<file path="src/rtl/wb_arbiter.sv">
// wb_arbiter: two-master, one-slave pipelined Wishbone arbiter with STALL.
//
// Bus ownership is granted per bus cycle. The owner keeps the slave port for
// as long as it holds CYC and is never preempted. When the owner drops CYC the
// port passes straight to the other master if it is requesting. Otherwise the
// arbiter returns to idle. The only state is the owner select and a
// last-owner bit. Every master-to-slave and slave-to-master path is a
// combinational mux steered by that registered select.
//
// Optional feature:
//   WB_ARB_ROUND_ROBIN_EN - when defined, a simultaneous request in IDLE goes
//                           to the master that did not own the bus last.
//                           When undefined, m0 always wins the tie.
//
// Ports:
//   clk_i, rst_i                 clock, synchronous active-high reset
//   m0_* / m1_*  (in)            master cyc, stb, we, sel, adr, dat
//   m0_* / m1_*  (out)           stall, ack, read data (broadcast, ack-qualified)
//   s_*          (out)           slave cyc, stb, we, sel, adr, dat
//   s_stall_i, s_ack_i, s_dat_i  slave responses
//   grant_o                      one-hot current owner (bit0 = m0), 00 when idle
module wb_arbiter #(
  parameter int ADDR_W = 32,
  parameter int DATA_W = 32
) (
  input  logic                clk_i,
  input  logic                rst_i,

  input  logic                m0_cyc_i,
  input  logic                m0_stb_i,
  input  logic                m0_we_i,
  input  logic [DATA_W/8-1:0] m0_sel_i,
  input  logic [ADDR_W-1:0]   m0_adr_i,
  input  logic [DATA_W-1:0]   m0_dat_i,
  output logic                m0_stall_o,
  output logic                m0_ack_o,
  output logic [DATA_W-1:0]   m0_dat_o,

  input  logic                m1_cyc_i,
  input  logic                m1_stb_i,
  input  logic                m1_we_i,
  input  logic [DATA_W/8-1:0] m1_sel_i,
  input  logic [ADDR_W-1:0]   m1_adr_i,
  input  logic [DATA_W-1:0]   m1_dat_i,
  output logic                m1_stall_o,
  output logic                m1_ack_o,
  output logic [DATA_W-1:0]   m1_dat_o,

  output logic                s_cyc_o,
  output logic                s_stb_o,
  output logic                s_we_o,
  output logic [DATA_W/8-1:0] s_sel_o,
  output logic [ADDR_W-1:0]   s_adr_o,
  output logic [DATA_W-1:0]   s_dat_o,
  input  logic                s_stall_i,
  input  logic                s_ack_i,
  input  logic [DATA_W-1:0]   s_dat_i,

  output logic [1:0]          grant_o
);

  // The encoding doubles as the one-hot grant vector.
  typedef enum logic [1:0] {
    IDLE   = 2'b00,
    GRANT0 = 2'b01,
    GRANT1 = 2'b10
  } state_t;

  state_t state;
  logic   last_owner;
  logic   tie_to_m1;

`ifdef WB_ARB_ROUND_ROBIN_EN
  // The tie goes to whichever master did not own the bus last.
  assign tie_to_m1 = ~last_owner;
`else
  // Fixed priority. The ownership history is still tracked, but it is masked here.
  assign tie_to_m1 = last_owner & 1'b0;
`endif

  // Owner-select register
  always_ff @(posedge clk_i) begin
    if (rst_i) begin
      state      <= IDLE;
      last_owner <= 1'b1;
    end else begin
      case (state)
        IDLE: begin
          if (m0_cyc_i && m1_cyc_i) state <= tie_to_m1 ? GRANT1 : GRANT0;
          else if (m0_cyc_i)        state <= GRANT0;
          else if (m1_cyc_i)        state <= GRANT1;
        end
        GRANT0: begin
          if (!m0_cyc_i) begin
            last_owner <= 1'b0;
            state      <= m1_cyc_i ? GRANT1 : IDLE;
          end
        end
        GRANT1: begin
          if (!m1_cyc_i) begin
            last_owner <= 1'b1;
            state      <= m0_cyc_i ? GRANT0 : IDLE;
          end
        end
        default: state <= IDLE;
      endcase
    end
  end

  assign grant_o = state;

  // Combinational bus mux steered by the registered owner
  always_comb begin
    s_cyc_o    = 1'b0;
    s_stb_o    = 1'b0;
    s_we_o     = 1'b0;
    s_sel_o    = '0;
    s_adr_o    = '0;
    s_dat_o    = '0;
    m0_stall_o = 1'b1;
    m0_ack_o   = 1'b0;
    m1_stall_o = 1'b1;
    m1_ack_o   = 1'b0;
    case (state)
      GRANT0: begin
        s_cyc_o    = m0_cyc_i;
        s_stb_o    = m0_stb_i;
        s_we_o     = m0_we_i;
        s_sel_o    = m0_sel_i;
        s_adr_o    = m0_adr_i;
        s_dat_o    = m0_dat_i;
        m0_stall_o = s_stall_i;
        m0_ack_o   = s_ack_i;
      end
      GRANT1: begin
        s_cyc_o    = m1_cyc_i;
        s_stb_o    = m1_stb_i;
        s_we_o     = m1_we_i;
        s_sel_o    = m1_sel_i;
        s_adr_o    = m1_adr_i;
        s_dat_o    = m1_dat_i;
        m1_stall_o = s_stall_i;
        m1_ack_o   = s_ack_i;
      end
      default: ;  // IDLE: the slave is parked, and any stray ack is dropped
    endcase
  end

  // Read data goes to both masters. Only the owner's ack qualifies it.
  assign m0_dat_o = s_dat_i;
  assign m1_dat_o = s_dat_i;

endmodule

</file>
<file path="config.mk">
export PLATFORM = sky130hd
export DESIGN_NAME = wb_arbiter
export DESIGN_NICKNAME = d
export VERILOG_FILES = /design/src/rtl/wb_arbiter.sv
export SDC_FILE = /design/constraint.sdc
export NUM_CORES = 1
export LEC_CHECK = 0
export CAP_MARGIN = 0
export CORE_AREA = 2 2 123 125
export DETAILED_ROUTE_END_ITERATION = 10
export DIE_AREA = 0 0 125 127
export GPL_TIMING_DRIVEN = 0
export RECOVER_POWER = 100
export SYNTH_ARGS = -nofsm -noshare
export SYNTH_HDL_FRONTEND = slang
export SYNTH_SLANG_ARGS = --single-unit
</file>
<file path="constraint.sdc">
create_clock -name clk_i -period 1.6 [get_ports clk_i]
set_input_delay 0.24 -clock clk_i [delete_from_list [all_inputs] [get_ports clk_i]]
set_output_delay 0.24 -clock clk_i [all_outputs]
set_load 0.02 [all_outputs]
</file>
==> summary.txt, run 1 <==
Global routing
  • Vias in the first global route: roughly 3200
  • Grt ovf: 0
  • Total track usage: 12.06%
  • Global-route wire length before repair: 15810 um
  • Initial antenna violation count: 0
  • Largest net degree at the start of global routing: 11

Outcome
  • Outcome: complete, but fails checks
  • Violated checks: setup timing

Logic synthesis
  • Synth top cells by count: nor2b_1, a22oi_1, buf_4, buf_2, clkbuf_1
  • Avg Inst Size Synth: 7.029 um^2
  • Ys flop type: dfxtp_1
  • Share of the synthesized area in the top cell type: between 30 and 40%
  • Synth Net Count: around 430
  • Synthesized cell area: 1764 um^2
  • Sequential share of the synthesized area: between 2 and 2.5%
  • Async SR Flop Fraction: 0%
  • Synthesized flop and latch total: 2
  • Area leader, netlist: a22oi_1
  • Count leader, synth: nor2b_1
  • Distinct cells, synth: 19
  • Synth top area cells: a22oi_1, buf_4, nor2b_1, buf_2, ha_1
  • Cells after Synth: 251
  • Post-synth EDFFs: 0
  • Ys Warns: 0

Worst setup path
  • CP cell instances: inv_4 > ha_4 > buf_12 > buf_12 > a22oi_2 > nor2b_4 > buf_6
  • CP Launch Type: register
  • CP max stage delay: 0.36 ns
  • Worst path buffer plus inverter count: 4
  • Worst Path Required: roughly 1.4 ns
  • Kind of critical path: register to primary output
  • Crit end category: primary output
  • R2R Setup Slk: 0.07 ns
  • CP max FO: 7
  • Critical R2R Launch: grant_o[0]$_SDFFE_PP0P_
  • Crit path top cell by count: buf_12
  • Crit path max-delay family: buffers and inverters
  • R2r endpoint: grant_o[0]$_SDFFE_PP0P_
  • Worst path slowest cell: dfxtp_4
  • R2R cell count: 7
  • WP data arrival: 1.54 ns

Clock tree
  • Clk slew on worst S/H paths: 0.03 ns
  • Htree depth: 1
  • CTS buffer count: 3
  • Worst-Skew Late Latency: 0.22 ns
  • CTS tree: done
  • Clock sink count: 2
  • Clock Path Buffers: 2
  • CTS Root Buffer Type: clkbuf_16

Timing
  • Post-route setup slack: -0.1778 ns
  • Post-route clock period utilization: 111.1%
  • Total negative slack: -9.664 ns
  • Final-report hold violation count: 0
  • Fmax achieved: 562.5 MHz
  • Final setup fails: 74
  • Worst slew margin: approximately four fifths
  • Clock Skew: ~0.00024 ns
  • Final critical-path required period: roughly 1.8 ns
  • Pins Over Slew Limit: 0
  • RSZ-0062 raised after global routing: true
  • Slew at the pin closest to its max-slew limit: 0.3205 ns

Placement
  • Dpl hpwl: between 8000 and 9000 um
  • Cell Area, Placed: 5091 um^2
  • Port bufs: 286
  • RePlAce Congestion: 0.8645
  • Dpl ws: -1.019 ns

Floorplan
  • Core ar.: 14420 um^2
  • Die Wd: 125 um
  • I/O pins: 319
  • Initial Utilization: around 12%
  • Cell Rows: 44
  • Die ar.: 15880 um^2
  • Die H: 127 um

Power and ir drop
  • Total power: just over 3 mW
  • Leak: approximately 2.4 nW
  • Pwr/cell area: 485.4 nW/um^2
  • Worst vdd ir: about 290 uV

Layout
  • Antenna Cells: 0
  • Design area: 6337 um^2
  • Max reg flops: 2
  • Reg area: roughly 48 um^2
  • Layout area overhead: 259.2%
  • Final net count: 751
  • Area of the multi-input gates: 1812 um^2
  • # fillers: 1355
  • Share of post-route cells with drive strength above 1: about three fifths

Routing
  • Final WL: 11390 um
  • Initial DRC count: 32
  • Vias: 3032
  • DRC Markers: 0
  • First-pass DRT Iterations: 4
  • Drt wl/cell: 15.16 um
  • Wl on met1: 3866 um
  • Post-DRT Antenna Nets: 0
  • Routed length on met3: approximately 1100 um
  • Max Used Layer: met4
  • Metal2 WL: 6309 um
  • Via density: 4.037

Hold path
  • Hold endpoint: grant_o[1]$_SDFFE_PP0P_
  • HP Class: register to register
  • Hold wc startpoint: grant_o[1]$_SDFFE_PP0P_
  • Hold depth: 3

Run
  • Max_cap viols: 0
==> stage by stage <==
| step | hold slack [ns] | cells | util, % |
|---|---|---|---|
| 2_1_floorplan | 0.3871 | 251 | - |
| 3_3_place_gp | 0.5896 | 721 | 35.30 |
| 3_5_place_dp | 0.6242 | 721 | 35.30 |
| 4_1_cts | 0.6202 | 731 | 39.84 |
| 5_1_grt | 0.6521 | 751 | 43.94 |
| 6_report | 0.6192 | 751 | 43.94 |
==> cells by family after synthesis <==
logic type,count (synthesis),synth area share [%]
compound gates,75,32.06
fa+ha+maj,4,2.837
simple gates,81,28.79
flops,2,2.270
buf+inv,89,34.04
==> per-layer routing <==
metal  vias up  global-route usage (%)
met2       190                   24.90
li1       1465                       -
met5         -                       0
met1      1370                   11.85
met4         0                   1.765
met3         7                   3.811
==> worst max path at each step <==
stage | endpoint | cells after the start | start
floorplan | s_adr_o[0] | 6 | grant_o[0]$_SDFFE_PP0P_
global placement | s_dat_o[27] | 5 | grant_o[0]$_SDFFE_PP0P_
detailed placement | s_dat_o[27] | 5 | grant_o[1]$_SDFFE_PP0P_
CTS | s_dat_o[30] | 7 | grant_o[0]$_SDFFE_PP0P_
global route | s_dat_o[27] | 7 | grant_o[0]$_SDFFE_PP0P_
finish | s_dat_o[27] | 7 | grant_o[0]$_SDFFE_PP0P_
==> tightest hold or removal path: stages, from the launching register on <==
cell     delay [ns]
dfxtp_4        0.36
inv_6          0.08
a211o_1        0.10
nand2_1        0.04
==> area by class of cell <==
cell class	count	share of cell area (%)
sequential	2	0.7502
tap	184	3.633
buffer	87	14.10
clock buffer	3	1.185
timing repair buffer	313	51.51
inverter	2	0.2369
multi-input combinational	160	28.59
==> repair_timing <==
action	4_1_cts	5_1_grt
buffers inserted	5	9
pin swaps	12	49
setup endpoints to repair	75	75
hold buffers	0	0
cloned	2	11
gates resized for setup	527	82
==> layout by cell type, fill, tap and decap left out <==
cell type        netlist  final
and2_4                 0      1
clkbuf_4               0      2
dfxtp_4                0      2
o21ba_2                1      1
o2111ai_1              1      1
nor2_1                 2      2
nor2b_4                0     22
buf_2                 15      2
dlygate4sd3_1          0     64
buf_4                 64     93
buf_12                 0     11
inv_4                  0      1
nor2b_1               72      2
nand2b_1               2      1
and4bb_2               1      1
nand2b_4               0      1
or3b_1                 1      1
a21oi_1                1      1
a22oi_2                0     71
clkbuf_16              0     15
clkbuf_2               0      1
nand2_1                1      1
clkdlybuf4s50_1        0    146
a211o_1                1      1
and2_1                 2      1
ha_4                   0      3
nor2b_2                0     48
inv_6                  0      1
ha_1                   4      1
clkbuf_1               7      1
clkbuf_8               0      3
buf_6                  1     57
buf_8                  0      8
==> report_power, final <==
part	leakage (nW)	switching (mW)	internal, mW	total, mW
sequential	0.0178	0.0110	0.0571	0.0681
combinational	2.34	1.03	1.60	2.63
clock	0.0370	0.0601	0.318	0.378
Note: power is estimated with default switching activity, not from simulation.
==> run 2: changes to the inputs <==
--- a/config.mk
+++ b/config.mk
@@ -10,6 +10,7 @@
 export DETAILED_ROUTE_END_ITERATION = 10
 export DIE_AREA = 0 0 125 127
 export GPL_TIMING_DRIVEN = 0
+export PLACE_DENSITY_LB_ADDON = 0.25
 export RECOVER_POWER = 100
 export SYNTH_ARGS = -nofsm -noshare
 export SYNTH_HDL_FRONTEND = slang
==> summary.txt, run 2 (same netlist as run 1, synthesis figures left out) <==
Floorplan
  • Die Wd: 125 um (unchanged)
  • Initial Utilization: 12.23% (unchanged)
  • Die ar.: 15880 um^2 (unchanged)
  • I/O pins: 319 (unchanged)
  • Core ar.: 14420 um^2 (unchanged)
  • Cell Rows: 44 (unchanged)
  • Die H: 127 um (unchanged)

Routing
  • Drt wl/cell: 15.17 um (about the same)
  • Post-DRT Antenna Nets: 0 (unchanged)
  • Via density: 4.108 (+1.8%)
  • Vias: 3110 (+2.6%)
  • Initial DRC count: 32 (unchanged)
  • Final WL: 11480 um (+0.83%)
  • First-pass DRT Iterations: 4 (unchanged)
  • DRC Markers: 0 (unchanged)

Power and ir drop
  • Leak: 2.415 nW (+1.0%)
  • Worst vdd ir: 225.5 uV (-23%)
  • Pwr/cell area: 485.1 nW/um^2 (about the same)

Timing
  • Final-report hold violation count: 0 (unchanged)
  • Final critical-path required period: 1.772 ns (-0.006261 ns)
  • Post-route clock period utilization: 110.7% (-0.39 points)
  • Post-route setup slack: -0.1716 ns (+0.006261 ns)
  • Fmax achieved: 564.5 MHz (+0.35%)
  • Pins Over Slew Limit: 0 (unchanged)
  • Final setup fails: 72 (-2.7%)
  • Worst slew margin: 81.29% (+2.7 points)
  • Clock Skew: 0.0004081 ns (+0.0001644 ns)
  • RSZ-0062 raised after global routing: true
  • Slew at the pin closest to its max-slew limit: 0.2806 ns (-0.03988 ns)

Placement
  • Dpl ws: -0.8426 ns (+0.1762 ns)
  • RePlAce Congestion: 0.7945 (-8.1%)
  • Port bufs: 286 (unchanged)
  • Cell Area, Placed: 5091 um^2 (unchanged)
  • Dpl hpwl: 8640 um (about the same)

Layout
  • Max reg flops: 2 (unchanged)
  • Layout area overhead: 261.6%
  • Final net count: 757 (+0.80%)
  • Highest-count cells in the layout ignoring fill and taps: clkdlybuf4s50_1, buf_4, a22oi_2, buf_6, dlygate4sd3_1
  • # fillers: 1389 (+2.5%)
  • Commonest non-fill, non-tap cell in the layout: clkdlybuf4s50_1
  • Share of post-route cells with drive strength above 1: 60.73% (+0.063 points)
  • Antenna Cells: 0 (unchanged)
  • Reg area: 47.55 um^2 (unchanged)
  • Area of the multi-input gates: 1789 um^2 (-1.2%)
  • Design area: 6379 um^2 (+0.65%)

Outcome
  • Violated checks: setup timing
  • Outcome: complete, but fails checks

Worst setup path
  • R2R cell count: 7 (unchanged)
  • CP max FO: 10 (+3)
  • Kind of critical path: register to primary output
  • WP data arrival: 1.53 ns (about the same)
  • CP Launch Type: register
  • Crit end category: primary output
  • Worst Path Required: 1.36 ns (about the same)

Clock tree
  • CTS tree: done
  • Worst-Skew Late Latency: 0.22 ns (about the same)
  • Clock sink count: 2 (unchanged)
  • Clock Path Buffers: 2 (unchanged)
  • Hold Buf Count CTS: 0 (unchanged)
  • CTS buffer count: 3 (unchanged)
  • Htree depth: 1 (unchanged)
  • Clk slew on worst S/H paths: 0.03 ns (about the same)
  • CTS Root Buffer Type: clkbuf_16

Global routing
  • Vias in the first global route: 3260 (+2.3%)
  • Global-route wire length before repair: 16840 um (+6.5%)
  • Initial antenna violation count: 0 (unchanged)
  • Largest net degree at the start of global routing: 11 (unchanged)
  • Grt ovf: 0 (unchanged)
  • Total track usage: 12.97% (+0.91 points)

Run
  • Max_cap viols: 0 (unchanged)

Hold path
  • Hold depth: 3 (unchanged)
  • HP Class: register to register
==> run 2: worst paths after layout <==
kind	from	endpoint	slack, ns
hold reg to reg	grant_o[0]$_SDFFE_PP0P_	grant_o[0]$_SDFFE_PP0P_	0.70
hold / removal	grant_o[0]$_SDFFE_PP0P_	grant_o[0]$_SDFFE_PP0P_	0.70
setup / recovery	grant_o[0]$_SDFFE_PP0P_	s_adr_o[31]	-0.17
setup reg to reg	grant_o[0]$_SDFFE_PP0P_	grant_o[0]$_SDFFE_PP0P_	0
==> run 2: where the power goes <==
group | switching (mW) | total [mW] | leakage [nW] | internal [mW]
Clock | 0.0538 | 0.371 | 0.0370 | 0.318
Sequential | 0.00911 | 0.0661 | 0.0178 | 0.0570
Combinational | 1.04 | 2.66 | 2.36 | 1.62
==> run 2: metrics by stage <==
step	hold slack [ns]	util [%]	total power, mW	instances	TNS [ns]
floorplan	0.3871	-	1.071	251	0
global placement	0.5885	35.30	1.949	721	-52.62
detailed placement	0.6278	35.30	1.967	721	-55.42
CTS	0.7018	41.46	2.968	750	-10.97
global route	0.7320	44.22	3.256	757	-13.27
finish	0.6951	44.22	3.094	757	-9.723
==> run 2: area by class of cell <==
type | count | area share, %
well taps | 184 | 3.609
plain buffers | 87 | 13.91
multi-input cells | 160 | 28.05
clock buffers | 3 | 1.177
inverters | 2 | 0.1962
flip-flops and latches | 2 | 0.7454
repair buffers | 319 | 52.31
==> run 2: layer usage <==
| metal | vias up | track usage (%) | part of all wire, % |
|---|---|---|---|
| met5 | - | 0 | 0 |
| met4 | 0 | 1.895 | 1.1 |
| met3 | 12 | 3.643 | 9.3 |
| met2 | 187 | 27.14 | 58 |
| met1 | 1431 | 12.74 | 32 |
| li1 | 1480 | - | - |
==> run 2: critical path, cell delays in order (launching register included) <==
cell and delay [ns]:
dfxtp_4 0.34, buf_6 0.12, ha_4 0.17, buf_12 0.16, buf_12 0.15, a22oi_2 0.16
nor2b_2 0.05, buf_2 0.15
==> run 2: what timing repair did <==
item                       CTS  global route
hold endpoints to repair     0             0
setup buffers               16             3
pin swaps                   30            39
gates resized for setup    546            78
setup endpoints to repair   75            74
gates cloned                10             4
